File: src/rtl/nibble_serial_addsub_ctrl_if.sv
// Request/result and external 4-bit adder signals of the nibble-serial add/sub controller.
interface nibble_serial_addsub_ctrl_if;
  logic        start;
  logic        sub;
  logic [15:0] op_a;
  logic [15:0] op_b;
  logic        busy;
  logic        done;
  logic [15:0] result;
  logic        carry;
  logic        overflow;
  logic [3:0]  add_a;
  logic [3:0]  add_b;
  logic        add_s;
  logic [3:0]  add_r;
  logic        add_cout;

  modport slave (
    input  start, sub, op_a, op_b, add_r, add_cout,
    output busy, done, result, carry, overflow, add_a, add_b, add_s
  );

  modport master (
    output start, sub, op_a, op_b, add_r, add_cout,
    input  busy, done, result, carry, overflow, add_a, add_b, add_s
  );
endinterface

File: src/rtl/nibble_serial_addsub_ctrl.sv
// 16-bit add/subtract computed one nibble per cycle on an external carry-less 4-bit adder;
// inter-nibble carries are folded in by a separate +1 FIX pass.
module nibble_serial_addsub_ctrl (
  input logic                      clk,
  input logic                      rst_n,
  nibble_serial_addsub_ctrl_if.slave bus
);

  localparam logic [1:0] S_IDLE = 2'd0;
  localparam logic [1:0] S_ADD  = 2'd1;
  localparam logic [1:0] S_FIX  = 2'd2;
  localparam logic [1:0] S_DONE = 2'd3;

  logic [1:0]  state_r, state_s;
  logic [1:0]  idx_r, idx_s;
  logic        cin_r, cin_s;
  logic        c1_r, c1_s;
  logic [15:0] a_r, a_s;
  logic [15:0] b_r, b_s;
  logic        sub_r, sub_s;
  logic [15:0] result_r, result_s;
  logic        carry_r, carry_s;
  logic        overflow_r, overflow_s;
  logic        busy_r, busy_s;
  logic        done_r, done_s;
  logic [3:0]  add_a_r, add_a_s;
  logic [3:0]  add_b_r, add_b_s;
  logic        add_s_r, add_s_s;

  function automatic logic [3:0] nib(input logic [15:0] v, input logic [1:0] i);
    nib = v[{i, 2'b00} +: 4];
  endfunction

  // Next-state, datapath update and registered adder drive derived from the next state.
  always_comb begin
    state_s    = state_r;
    idx_s      = idx_r;
    cin_s      = cin_r;
    c1_s       = c1_r;
    a_s        = a_r;
    b_s        = b_r;
    sub_s      = sub_r;
    result_s   = result_r;
    carry_s    = carry_r;
    overflow_s = overflow_r;
    case (state_r)
      S_IDLE: begin
        if (bus.start) begin
          a_s     = bus.op_a;
          b_s     = bus.op_b;
          sub_s   = bus.sub;
          idx_s   = 2'd0;
          cin_s   = 1'b0;
          state_s = S_ADD;
        end else begin
          state_s = S_IDLE;
        end
      end
      S_ADD: begin
        result_s[{idx_r, 2'b00} +: 4] = bus.add_r;
        if ((idx_r != 2'd0) && cin_r) begin
          c1_s    = bus.add_cout;
          state_s = S_FIX;
        end else begin
          cin_s = bus.add_cout;
          if (idx_r == 2'd3) begin
            state_s = S_DONE;
          end else begin
            idx_s = idx_r + 2'd1;
          end
        end
      end
      S_FIX: begin
        result_s[{idx_r, 2'b00} +: 4] = bus.add_r;
        cin_s = c1_r | bus.add_cout;
        if (idx_r == 2'd3) begin
          state_s = S_DONE;
        end else begin
          idx_s   = idx_r + 2'd1;
          state_s = S_ADD;
        end
      end
      S_DONE:  state_s = S_IDLE;
      default: state_s = S_IDLE;
    endcase

    if (state_s == S_DONE) begin
      carry_s    = cin_s;
      overflow_s = (a_s[15] == (b_s[15] ^ sub_s)) && (result_s[15] != a_s[15]);
    end else begin
      carry_s    = carry_r;
      overflow_s = overflow_r;
    end

    // Drive values belong to the cycle after this edge, so they follow the next state.
    case (state_s)
      S_ADD: begin
        add_a_s = nib(a_s, idx_s);
        add_b_s = (sub_s && (idx_s != 2'd0)) ? ~nib(b_s, idx_s) : nib(b_s, idx_s);
        add_s_s = sub_s && (idx_s == 2'd0);
      end
      S_FIX: begin
        add_a_s = nib(result_s, idx_s);
        add_b_s = 4'b0001;
        add_s_s = 1'b0;
      end
      default: begin
        add_a_s = 4'd0;
        add_b_s = 4'd0;
        add_s_s = 1'b0;
      end
    endcase
    busy_s = (state_s == S_ADD) || (state_s == S_FIX);
    done_s = (state_s == S_DONE);
  end

  // State and output registers with synchronous active-low reset.
  always_ff @(posedge clk) begin
    if (!rst_n) begin
      state_r    <= S_IDLE;
      idx_r      <= 2'd0;
      cin_r      <= 1'b0;
      c1_r       <= 1'b0;
      a_r        <= 16'd0;
      b_r        <= 16'd0;
      sub_r      <= 1'b0;
      result_r   <= 16'd0;
      carry_r    <= 1'b0;
      overflow_r <= 1'b0;
      busy_r     <= 1'b0;
      done_r     <= 1'b0;
      add_a_r    <= 4'd0;
      add_b_r    <= 4'd0;
      add_s_r    <= 1'b0;
    end else begin
      state_r    <= state_s;
      idx_r      <= idx_s;
      cin_r      <= cin_s;
      c1_r       <= c1_s;
      a_r        <= a_s;
      b_r        <= b_s;
      sub_r      <= sub_s;
      result_r   <= result_s;
      carry_r    <= carry_s;
      overflow_r <= overflow_s;
      busy_r     <= busy_s;
      done_r     <= done_s;
      add_a_r    <= add_a_s;
      add_b_r    <= add_b_s;
      add_s_r    <= add_s_s;
    end
  end

  assign bus.busy     = busy_r;
  assign bus.done     = done_r;
  assign bus.result   = result_r;
  assign bus.carry    = carry_r;
  assign bus.overflow = overflow_r;
  assign bus.add_a    = add_a_r;
  assign bus.add_b    = add_b_r;
  assign bus.add_s    = add_s_r;

endmodule

File: src/flat_wrapper.sv
// flat-port wrapper written by rule: the top's interface ports become plain ports
module nibble_serial_addsub_ctrl_flat 
  (clk, rst_n, bus_start, bus_sub, bus_op_a, bus_op_b, bus_add_r, bus_add_cout, bus_busy, bus_done, bus_result, bus_carry, bus_overflow, bus_add_a, bus_add_b, bus_add_s);
  nibble_serial_addsub_ctrl_if bus_i ();
  input logic clk;
  input logic rst_n;
  input wire logic [$bits(bus_i.start)-1:0] bus_start;
  input wire logic [$bits(bus_i.sub)-1:0] bus_sub;
  input wire logic [$bits(bus_i.op_a)-1:0] bus_op_a;
  input wire logic [$bits(bus_i.op_b)-1:0] bus_op_b;
  input wire logic [$bits(bus_i.add_r)-1:0] bus_add_r;
  input wire logic [$bits(bus_i.add_cout)-1:0] bus_add_cout;
  output wire logic [$bits(bus_i.busy)-1:0] bus_busy;
  output wire logic [$bits(bus_i.done)-1:0] bus_done;
  output wire logic [$bits(bus_i.result)-1:0] bus_result;
  output wire logic [$bits(bus_i.carry)-1:0] bus_carry;
  output wire logic [$bits(bus_i.overflow)-1:0] bus_overflow;
  output wire logic [$bits(bus_i.add_a)-1:0] bus_add_a;
  output wire logic [$bits(bus_i.add_b)-1:0] bus_add_b;
  output wire logic [$bits(bus_i.add_s)-1:0] bus_add_s;
  assign bus_i.start = bus_start;
  assign bus_i.sub = bus_sub;
  assign bus_i.op_a = bus_op_a;
  assign bus_i.op_b = bus_op_b;
  assign bus_i.add_r = bus_add_r;
  assign bus_i.add_cout = bus_add_cout;
  assign bus_busy = bus_i.busy;
  assign bus_done = bus_i.done;
  assign bus_result = bus_i.result;
  assign bus_carry = bus_i.carry;
  assign bus_overflow = bus_i.overflow;
  assign bus_add_a = bus_i.add_a;
  assign bus_add_b = bus_i.add_b;
  assign bus_add_s = bus_i.add_s;
  nibble_serial_addsub_ctrl u_core (.clk(clk), .rst_n(rst_n), .bus(bus_i));
endmodule
File: config.mk
export PLATFORM = sky130hd
export DESIGN_NAME = nibble_serial_addsub_ctrl_flat
export DESIGN_NICKNAME = d
export VERILOG_FILES = /design/src/rtl/nibble_serial_addsub_ctrl_if.sv /design/src/rtl/nibble_serial_addsub_ctrl.sv /design/src/flat_wrapper.sv
export SDC_FILE = /design/constraint.sdc
export NUM_CORES = 1
export LEC_CHECK = 0
export BUFFER_PORTS_ARGS = -buffer_cell sky130_fd_sc_hd__buf_4
export CAP_MARGIN = 20
export CELL_PAD_IN_SITES_DETAIL_PLACEMENT = 2
export CELL_PAD_IN_SITES_GLOBAL_PLACEMENT = 2
export CORE_MARGIN = 2
export CORE_UTILIZATION = 35
export CTS_CLUSTER_DIAMETER = 150
export DETAILED_ROUTE_END_ITERATION = 8
export PLACE_DENSITY = 0.86
export SYNTH_ARGS = -nofsm -noshare
export SYNTH_HDL_FRONTEND = slang
export SYNTH_SLANG_ARGS = --single-unit
File: constraint.sdc
create_clock -name clk -period 4 [get_ports clk]
set_input_delay 0.2 -clock clk [delete_from_list [all_inputs] [get_ports clk]]
set_output_delay 0.2 -clock clk [all_outputs]
set_load 0.01 [all_outputs]
==> results of run 1 <==
==> layer usage <==
metal / vias to the layer above / share of wire [%]
met5: - / 0
met4: 0 / 1.3
met3: 13 / 3.3
met2: 59 / 50
met1: 1510 / 46
li1: 1479 / -
==> through the flow <==
stage / power (mW) / hold slack (ns) / setup slack [ns] / std cells
3_5_place_dp: 0.960 / 0.450 / 0.615 / 570
5_1_grt: 1.61 / 0.0854 / 0.107 / 586
6_report: 1.53 / 0.0959 / 0.497 / 586
2_1_floorplan: 0.871 / 0.327 / 1.40 / 387
4_1_cts: 1.55 / 0.0894 / 0.520 / 586
3_3_place_gp: 0.949 / 0.438 / 0.957 / 570
==> critical path: stages (launching register included) <==
cell       delay, ns
dfxtp_1         0.60
inv_1           0.18
ha_1            0.34
nand2b_1        0.20
a31oi_1         0.17
o21ai_0         0.17
inv_1           0.14
ha_1            0.52
nor2_1          0.24
nand2_1         0.14
mux2i_1         0.08
a2111oi_1       0.45
a311oi_1        0.09
==> area by class of cell <==
class / count / area, um2 / area share (%)
tap: 129 / 161 / 3.89
clock buffer: 9 / 124 / 2.98
inverter: 8 / 30.0 / 0.723
timing repair buffer: 74 / 556 / 13.4
sequential: 68 / 1360 / 32.8
clock inverter: 7 / 75.1 / 1.81
multi-input combinational: 291 / 1850 / 44.5
==> flip-flops by register name, summed over array words and instances (netlist names) <==
signal	count
u_core.bus.carry	1
u_core.a_r	16
u_core.bus.busy	1
u_core.bus.add_s	1
u_core.idx_r	2
u_core.c1_r	1
u_core.state_r	2
u_core.bus.result	16
u_core.sub_r	1
u_core.bus.add_a	4
u_core.bus.overflow	1
u_core.cin_r	1
u_core.bus.add_b	4
u_core.bus.done	1
u_core.b_r	16
==> logic make-up (layout without fill, tap and decap cells) <==
logic type | count (synthesis) | count (layout) | synth area share (%)
compound gates | 85 | 85 | 17.2
xor+xnor | 1 | 1 | 0.262
fa+ha+maj | 14 | 14 | 5.23
buf+inv | 28 | 98 | 4.22
flops | 68 | 68 | 40.7
mux | 32 | 32 | 11.8
simple gates | 159 | 159 | 20.6
==> final timing paths <==
kind,from,end,cells after the start
worst min register to register,u_core.b_r[5],u_core.b_r[5],2
worst max-delay path,u_core.idx_r[0],u_core.bus.add_a[0],12
worst max register to register,u_core.idx_r[0],u_core.bus.add_a[0],12
worst min-delay path,bus_op_b[3],u_core.b_r[3],3
==> power groups by stage <==
stage | combinational [mW] | sequential, mW | clock, mW
2_1_floorplan | 0.138 | 0.732 | 0
3_5_place_dp | 0.226 | 0.734 | 0
4_1_cts | 0.228 | 0.719 | 0.601
5_1_grt | 0.250 | 0.722 | 0.635
6_report | 0.226 | 0.718 | 0.586
3_3_place_gp | 0.217 | 0.732 | 0
==> cells in the final DEF, fill, tap and decap left out, types with 5 or more instances in the layout <==
cell type,instances
buf_4,74
inv_1,8
mux4_2,6
nand3_1,5
clkbuf_8,9
nand2_1,92
dfxtp_1,68
a21oi_1,43
o21ai_0,5
mux2i_1,25
nor2_1,37
ha_1,14
a22oi_1,11
==> impl_metrics.yaml, run 1 <==
final_layout:
  nets: 507
  syn2layout_area_growth_pct: 24.1
  fill_cells: 1035
  drive_gt1_share_pct: 23.2
  design_area_um2: 4150
  utilization_pct: 45.0
  num_antenna_cells: 0
routing:
  post-route-drc-count: 0
  first_pass_iters: 4
  dr_total_vias: 3061
  wl_per_cell_um: 18.9
  antenna_left: 0
  drtIter0Drc: 116
  viasPerCell: 5.22
  drt-total-wl_um: 11100
die:
  ios: 70
  start_util_pct: 36.2
  die_area_um2: 10400
  num_rows: 35
  die_h_um: 102
  die_x_um: 102
  coreArea_um2: 9240
logic_synthesis:
  ys_top_cells_by_count: "92 x nand2_1, 68 x dfxtp_1, 43 x a21oi_1, 37 x nor2_1, 25 x mux2i_1"
  netlist_area_um2: 3350
  synth_edf_count: 0
  async_flop_share_pct: 0
  syn_inst: 387
  syn_area_per_cell_um2: 8.65
  yosysUniqueCellTypes: 50
  synth.most_common_cell: "nand2_1"
  yosys_warnings: 0
  synth_top_area_share_pct: 40.7
  synth_nets: 442
  yosys_register_bits: 68
  seq_area_frac_synth_pct: 40.7
  synth_top_area_cell: "dfxtp_1"
  netlist_top_cells_area: "dfxtp_1 41%, nand2_1 10%, mux2i_1 7.5%"
  synth_flop_cell: "dfxtp_1"
power_and_ir_drop:
  p_int_mw: 1.09
  netSwitchingFraction_pct: 28.7
  seqPwrFrac_pct: 46.9
  clockPowerShare_pct: 38.3
  p_leak_nw: 1.75
  vdd_drop_max_v: 0.000140
  powerDensity_nw_per_um2: 369
  p_sw_uw: 440
  comb_power_share_pct: 14.8
sta:
  finalClockSkew_ns: 0.0116
  drv_slew: 0
  timing.slew.headroom_pct: 33.4
  setup_viol: 0
  finalHoldViolations: 0
  tightest_slew_ns: 0.986
  period_needed_ns: 3.50
  min_period_over_period_pct: 87.6
  rsz0062_at_grt: "false"
  max_freq_mhz: 285
  finalSetupTns_ns: 0
status:
  status: "complete, no violations"
global_route:
  busiest_layer: "met2"
  grt_pass1_wl_um: 18100
  met2_usage_pct: 39.6
  grt_use_met3_pct: 3.59
  antenna_found_initial: 0
  overflow: 0
  first_global_vias: 3412
  track_usage_pct: 22.9
  grt_start_max_net_pins: 30
  grtUsageMet1_pct: 29.5
critical_path:
  worstSetupPathType: "register to register"
  required_ns: 4.20
  reg2reg_slack_ns: 0.50
  crit_path_end_kind: "register"
  critPathLaunchType: "register"
  arrival_ns: 3.70
  cp_max_fo: 15
clocking:
  hold_buffers: 0
  cts_made_buffers: 9
  cts_root_buffer: "clkbuf_8"
  insertion_delay_ns: 0.36
  ctsResizeCount: 0
  cts.sinks: 68
  clk_path_buf_depth: 2
  path_clk_slew_ns: 0.09
  cts_tree: "yes"
  post_cts_buffers: 0
  htreeDepth: 3
flow_run:
  cap_violations: 0
min_path:
  hold_class: "input port to register"
place:
  dp.final_hpwl_um: 8040
  port_buffers: 69
  gp_congestion: 0.783
  placed_area_um2: 3960
Power figures use the tool's default switching activity.
==> run 2: changes to the inputs <==
Settings changed: GPL_TIMING_DRIVEN set to 0.
==> run 2 against run 1 <==
  * Combinational power up 10%
  * Critical path type unchanged
  * Worst hold slack better by 0.0098 ns
  * Largest power group unchanged
  * Clock skew is 0.0028 ns lower
  * Sequential share of layout area is 0.35 points lower
  * Critical endpoint is now u_core.bus.add_b[1]
  * Maximum frequency is 5.4% lower
  * Sequential cell count did not move
  * Sequential power about the same
  * First-iteration DRC count up 30%
  * Register-to-register slack lost 0.20 ns
  * Routed wire length rose by 15%
==> impl_metrics.yaml, run 2 (same netlist as run 1, synthesis figures left out) <==
die:
  coreArea_um2: 9240
  die_h_um: 102
  num_rows: 35
  start_util_pct: 36.2
  ios: 70
  die_area_um2: 10400
  die_x_um: 102
routing:
  antenna_left: 0
  post-route-drc-count: 0
  dr_total_vias: 3261
  viasPerCell: 5.44
  drtIter0Drc: 151
  wl_per_cell_um: 21.4
  drt-total-wl_um: 12800
  first_pass_iters: 4
clocking:
  cts_made_buffers: 9
  cts_root_buffer: "clkbuf_8"
  ctsResizeCount: 0
  htreeDepth: 3
  hold_buffers: 0
  insertion_delay_ns: 0.35
  post_cts_buffers: 0
  clk_path_buf_depth: 2
  cts.sinks: 68
  path_clk_slew_ns: 0.08
  cts_tree: "yes"
sta:
  drv_slew: 0
  setup_viol: 0
  hold_slack_ns: 0.106
  finalSetupTns_ns: 0
  finalHoldViolations: 0
  period_needed_ns: 3.70
  timing.slew.headroom_pct: 27.7
  rsz0062_at_grt: "false"
  min_period_over_period_pct: 92.6
  tightest_slew_ns: 1.08
  max_freq_mhz: 270
  finalClockSkew_ns: 0.00879
power_and_ir_drop:
  powerDensity_nw_per_um2: 356
  p_leak_nw: 1.77
  power_mw: 1.50
  vdd_drop_max_v: 0.000140
critical_path:
  r2r-end: "u_core.bus.add_b[1]"
  max_stage_delay_ns: 0.45
  crit_path_end_kind: "register"
  rr_worst_depth: 13
  critPathLaunchType: "register"
  cp_cell_sequence: "inv_1 > ha_1 > nand2b_1 > a31oi_1 > o21ai_0 > inv_1 > ha_1 > nand2b_1 > inv_1 > nand2_1 > nor4_1 > mux2i_1 > nand2_1"
  required_ns: 4.29
  cp_max_fo: 9
  crit_top_cell: "inv_1"
  cpMaxStageDelayCell: "dfxtp_1"
  reg2reg_slack_ns: 0.30
  arrival_ns: 3.99
  worstSetupPathType: "register to register"
  r2r-start: "u_core.idx_r[0]"
global_route:
  antenna_found_initial: 0
  grt_start_max_net_pins: 11
  grt_pass1_wl_um: 20000
  first_global_vias: 3676
  track_usage_pct: 25.9
  overflow: 0
final_layout:
  drive_gt1_share_pct: 22.7
  fill_cells: 1033
  final_common_cell: "nand2_1"
  syn2layout_area_growth_pct: 25.4
  nets: 522
  num_antenna_cells: 0
  final_cell_mix: "92 x nand2_1, 70 x buf_4, 68 x dfxtp_1, 43 x a21oi_1, 37 x nor2_1"
  utilization_pct: 45.4
min_path:
  hold_class: "input port to register"
  hp-start: "bus_op_b[5]"
  holdPathStages: 3
  hold_end: "u_core.b_r[5]"
place:
  gp_congestion: 0.804
  dp.final_hpwl_um: 9020
  port_buffers: 69
flow_run:
  cap_violations: 0
status:
  status: "complete, no violations"
==> run 2: worst max path at each step <==
stage / start / endpoint / depth (start not counted)
2_1_floorplan: u_core.idx_r[0] / u_core.bus.add_b[1] / 13
3_3_place_gp: u_core.state_r[0] / u_core.bus.add_b[2] / 13
3_5_place_dp: u_core.state_r[0] / u_core.bus.add_b[3] / 13
4_1_cts: u_core.state_r[0] / u_core.bus.add_b[1] / 13
5_1_grt: u_core.idx_r[0] / u_core.bus.add_b[1] / 13
6_report: u_core.idx_r[0] / u_core.bus.add_b[1] / 13
==> run 2: stage by stage <==
stage,instance area (um2),worst slack [ns],cells
final,4200,0.297,600
after floorplan,3350,1.40,387
after CTS,4200,0.103,600
after detailed placement,4030,0.270,585
after global routing,4200,0.0311,600
after global placement,4030,0.530,585
==> run 2: area by class of cell <==
type	instances	area, um2	share of cell area [%]
flip-flops and latches	68	1360	32.4
well taps	129	161	3.84
inverters	8	30.0	0.715
repair buffers	69	518	12.3
plain buffers	20	113	2.68
multi-input cells	291	1850	44.0
clock inverters	1	7.51	0.179
clock buffers	14	163	3.87
==> run 2: where the power goes <==
group / switching [mW] / leakage (nW) / internal, mW / total [mW]
combinational: 0.147 / 1.14 / 0.102 / 0.249
sequential: 0.0155 / 0.555 / 0.704 / 0.720
clock: 0.270 / 0.0828 / 0.257 / 0.527
==> run 2: critical path, delay by kind of cell, from the launching register on <==
kind | cells | cell delay [ns]
muxes | 1 | 0.17
adders and majority gates | 2 | 0.69
and+or+nand+nor | 5 | 1.16
AOI/OAI and AO/OA | 2 | 0.55
DFF | 1 | 0.45
buffers and inverters | 3 | 0.59
==> run 2: routing by layer <==
layer | track usage [%] | vias to the layer above | part of all wire (%)
li1 | - | 1509 | -
met1 | 31.8 | 1642 | 43
met2 | 45.8 | 88 | 51
met3 | 3.93 | 22 | 4.3
met4 | 9.04 | 0 | 1.9
met5 | 0 | - | 0
==> run 3: changes to the inputs <==
Settings changed: ABC_AREA set to 1, CAP_MARGIN 20 to not set, CORE_UTILIZATION 35 to 33.
==> run 3 against run 2 <==
  * Sequential power is essentially flat
  * Register-to-register slack improved by 0.19 ns
  * Clock skew rose by 0.0027 ns
  * Cell area down 1.8%
  * Routed wire length down 8.5%
  * Clock-buffer cell count fell by 4
  * Utilization is 2.7 points lower
  * Critical path type unchanged
==> impl_metrics.yaml, run 3 <==
flow_run:
  cap_violations: 0
critical_path:
  critPathLaunchType: "register"
  cp_cell_sequence: "inv_2 > ha_1 > inv_2 > nand3_2 > a31oi_1 > ha_1 > buf_2 > clkinv_1 > clkbuf_1 > a21oi_2 > o21ai_1 > nand3_1 > nand2_1 > nor2_1"
  r2r-start: "u_core.idx_r[0]"
  crit_path_end_kind: "register"
  cp_max_fo: 10
  worstSetupPathType: "register to register"
  arrival_ns: 3.80
  r2r-end: "u_core.bus.add_a[2]"
  cpMaxStageDelayCell: "dfxtp_1"
  required_ns: 4.28
  reg2reg_slack_ns: 0.49
  rr_worst_depth: 14
  max_stage_delay_ns: 0.68
logic_synthesis:
  synthXorXnorAreaFrac_pct: 0.270
  yosys.area_share.simple_pct: 23.7
  yosys_register_bits: 68
  synth.most_common_cell: "nand2_1"
  yosys_warnings: 0
  yosysUniqueCellTypes: 34
  async_flop_share_pct: 0
  netlist_top_cells_area: "dfxtp_1 42%, nand2_1 9.6%, mux2i_1 8.3%"
  netlist_area_um2: 3250
  yosys.area_share.adder_pct: 5.40
  syn_inst: 429
  seq_area_frac_synth_pct: 41.9
  synth_flop_cell: "dfxtp_1"
  synth_top_area_cell: "dfxtp_1"
  synthMuxAreaShare_pct: 8.33
  ys_top_cells_by_count: "83 x nand2_1, 68 x dfxtp_1, 68 x nor2_1, 46 x inv_1, 27 x mux2i_1"
  synth_edf_count: 0
  synth-compound-area-share_pct: 11.7
  synth_nets: 484
  synth_top_area_share_pct: 41.9
  syn_area_per_cell_um2: 7.57
  synth_top_family_by_area: "simple AND/OR/NAND/NOR gates"
power_and_ir_drop:
  powerDensity_nw_per_um2: 379
  p_sw_uw: 467
  comb_power_share_pct: 16.0
  netSwitchingFraction_pct: 29.9
  seqPwrFrac_pct: 46.1
  p_int_mw: 1.09
  vdd_drop_max_v: 0.000155
  clockPowerShare_pct: 38.0
  power_mw: 1.56
  p_leak_nw: 1.97
die:
  coreArea_um2: 9640
  ios: 70
  die_h_um: 103
  die_x_um: 103
  start_util_pct: 33.7
  die_area_um2: 10600
  num_rows: 36
sta:
  hold_slack_ns: 0.0741
  min_period_over_period_pct: 87.8
  max_freq_mhz: 285
  finalHoldViolations: 0
  timing.slew.headroom_pct: 54.5
  period_needed_ns: 3.51
  setup_ws_ns: 0.487
  setup_viol: 0
  rsz0062_at_grt: "false"
  tightest_slew_ns: 0.682
  finalClockSkew_ns: 0.0115
  drv_slew: 0
  finalSetupTns_ns: 0
global_route:
  overflow: 0
  first_global_vias: 3493
  antenna_found_initial: 0
  grt_pass1_wl_um: 18300
  grt_start_max_net_pins: 13
  track_usage_pct: 23.3
place:
  port_buffers: 69
  placed_area_um2: 3930
  post-place-ws_ns: 0.605
  dp.cells: 631
  dp.final_hpwl_um: 8520
  gp_congestion: 0.845
final_layout:
  final_cell_mix: "83 x nand2_1, 71 x buf_4, 68 x nor2_1, 68 x dfxtp_1, 46 x inv_1"
  utilization_pct: 42.8
  drive_gt1_share_pct: 21.2
  final_cells: 647
  syn2layout_area_growth_pct: 27.0
  final_common_cell: "nand2_1"
  num_antenna_cells: 0
  design_area_um2: 4120
  nets: 564
clocking:
  post_cts_buffers: 0
  insertion_delay_ns: 0.36
  hold_buffers: 0
  cts_made_buffers: 9
  htreeDepth: 3
  cts.sinks: 68
  cts_root_buffer: "clkbuf_8"
  cts_tree: "yes"
  clk_path_buf_depth: 2
  path_clk_slew_ns: 0.08
  ctsResizeCount: 0
routing:
  antenna_left: 0
  wl_per_cell_um: 18.1
  first_pass_iters: 4
  viasPerCell: 4.88
  dr_total_vias: 3155
  drtIter0Drc: 89
  post-route-drc-count: 0
  drt-total-wl_um: 11700
status:
  status: "complete, no violations"
min_path:
  hold_end: "u_core.bus.done"
  hp-start: "rst_n"
  holdPathStages: 3
  hold_class: "input port to register"
[run 3: changes by cell type in the layout (fill, tap and decap cells not counted), sizes merged, moves of 5 or more]
cell    delta
a21oi     -18
o21ai     +17
a22oi     -11
clkinv     +5
o22ai      +5
mux4       -6
inv       +44
and2       -5
nand3     +23
nand2      -5
clkbuf     -8
nor2      +31
[run 3: logic make-up after synthesis]
kind of cell,after synthesis
AOI/OAI and AO/OA,65
DFF,68
muxes,27
xor gates and xnor gates,1
buffers and inverters,68
and+or+nand+nor,186
adders and majority gates,14
[run 3: area by class of cell]
class	count	area, um2
multi-input combinational	293	1610
clock buffer	10	128
timing repair buffer	69	518
buffer	15	77.6
tap	133	166
sequential	68	1360
inverter	53	201
fill	1164	5520
clock inverter	6	65.1
[run 3: worst max path at each step]
| stage | start | endpoint | slack, ns |
|---|---|---|---|
| floorplan | u_core.idx_r[0] | u_core.bus.add_a[3] | 1.49 |
| global route | u_core.idx_r[0] | u_core.bus.add_a[0] | 0.15 |
| finish | u_core.idx_r[0] | u_core.bus.add_a[2] | 0.49 |
| CTS | u_core.idx_r[0] | u_core.bus.add_a[2] | 0.48 |
| detailed placement | u_core.idx_r[0] | u_core.bus.add_a[1] | 0.60 |
| global placement | u_core.idx_r[0] | u_core.bus.add_a[1] | 0.69 |
[run 3: power by group through the flow]
stage,Clock [mW],Sequential (mW),Combinational [mW]
finish,0.593,0.719,0.249
global placement,0,0.733,0.230
detailed placement,0,0.735,0.243
CTS,0.602,0.720,0.251
global route,0.629,0.722,0.277
floorplan,0,0.733,0.146
[run 3: critical path, delay by kind of cell (launching register included)]
kind | cells | cell delay [ns]
buffers and inverters | 5 | 1.15
flip-flops | 1 | 0.68
AO/OA/AOI/OAI | 3 | 0.65
adder cells (fa/ha/maj) | 2 | 0.51
AND/OR/NAND/NOR | 4 | 0.44
[run 3: routing by layer]
layer / routed length (um) / global-route usage, %
met5: 0 / 0
met4: 329 / 9.62
met3: 281 / 3.02
met2: 6290 / 42.7
met1: 4820 / 27.3
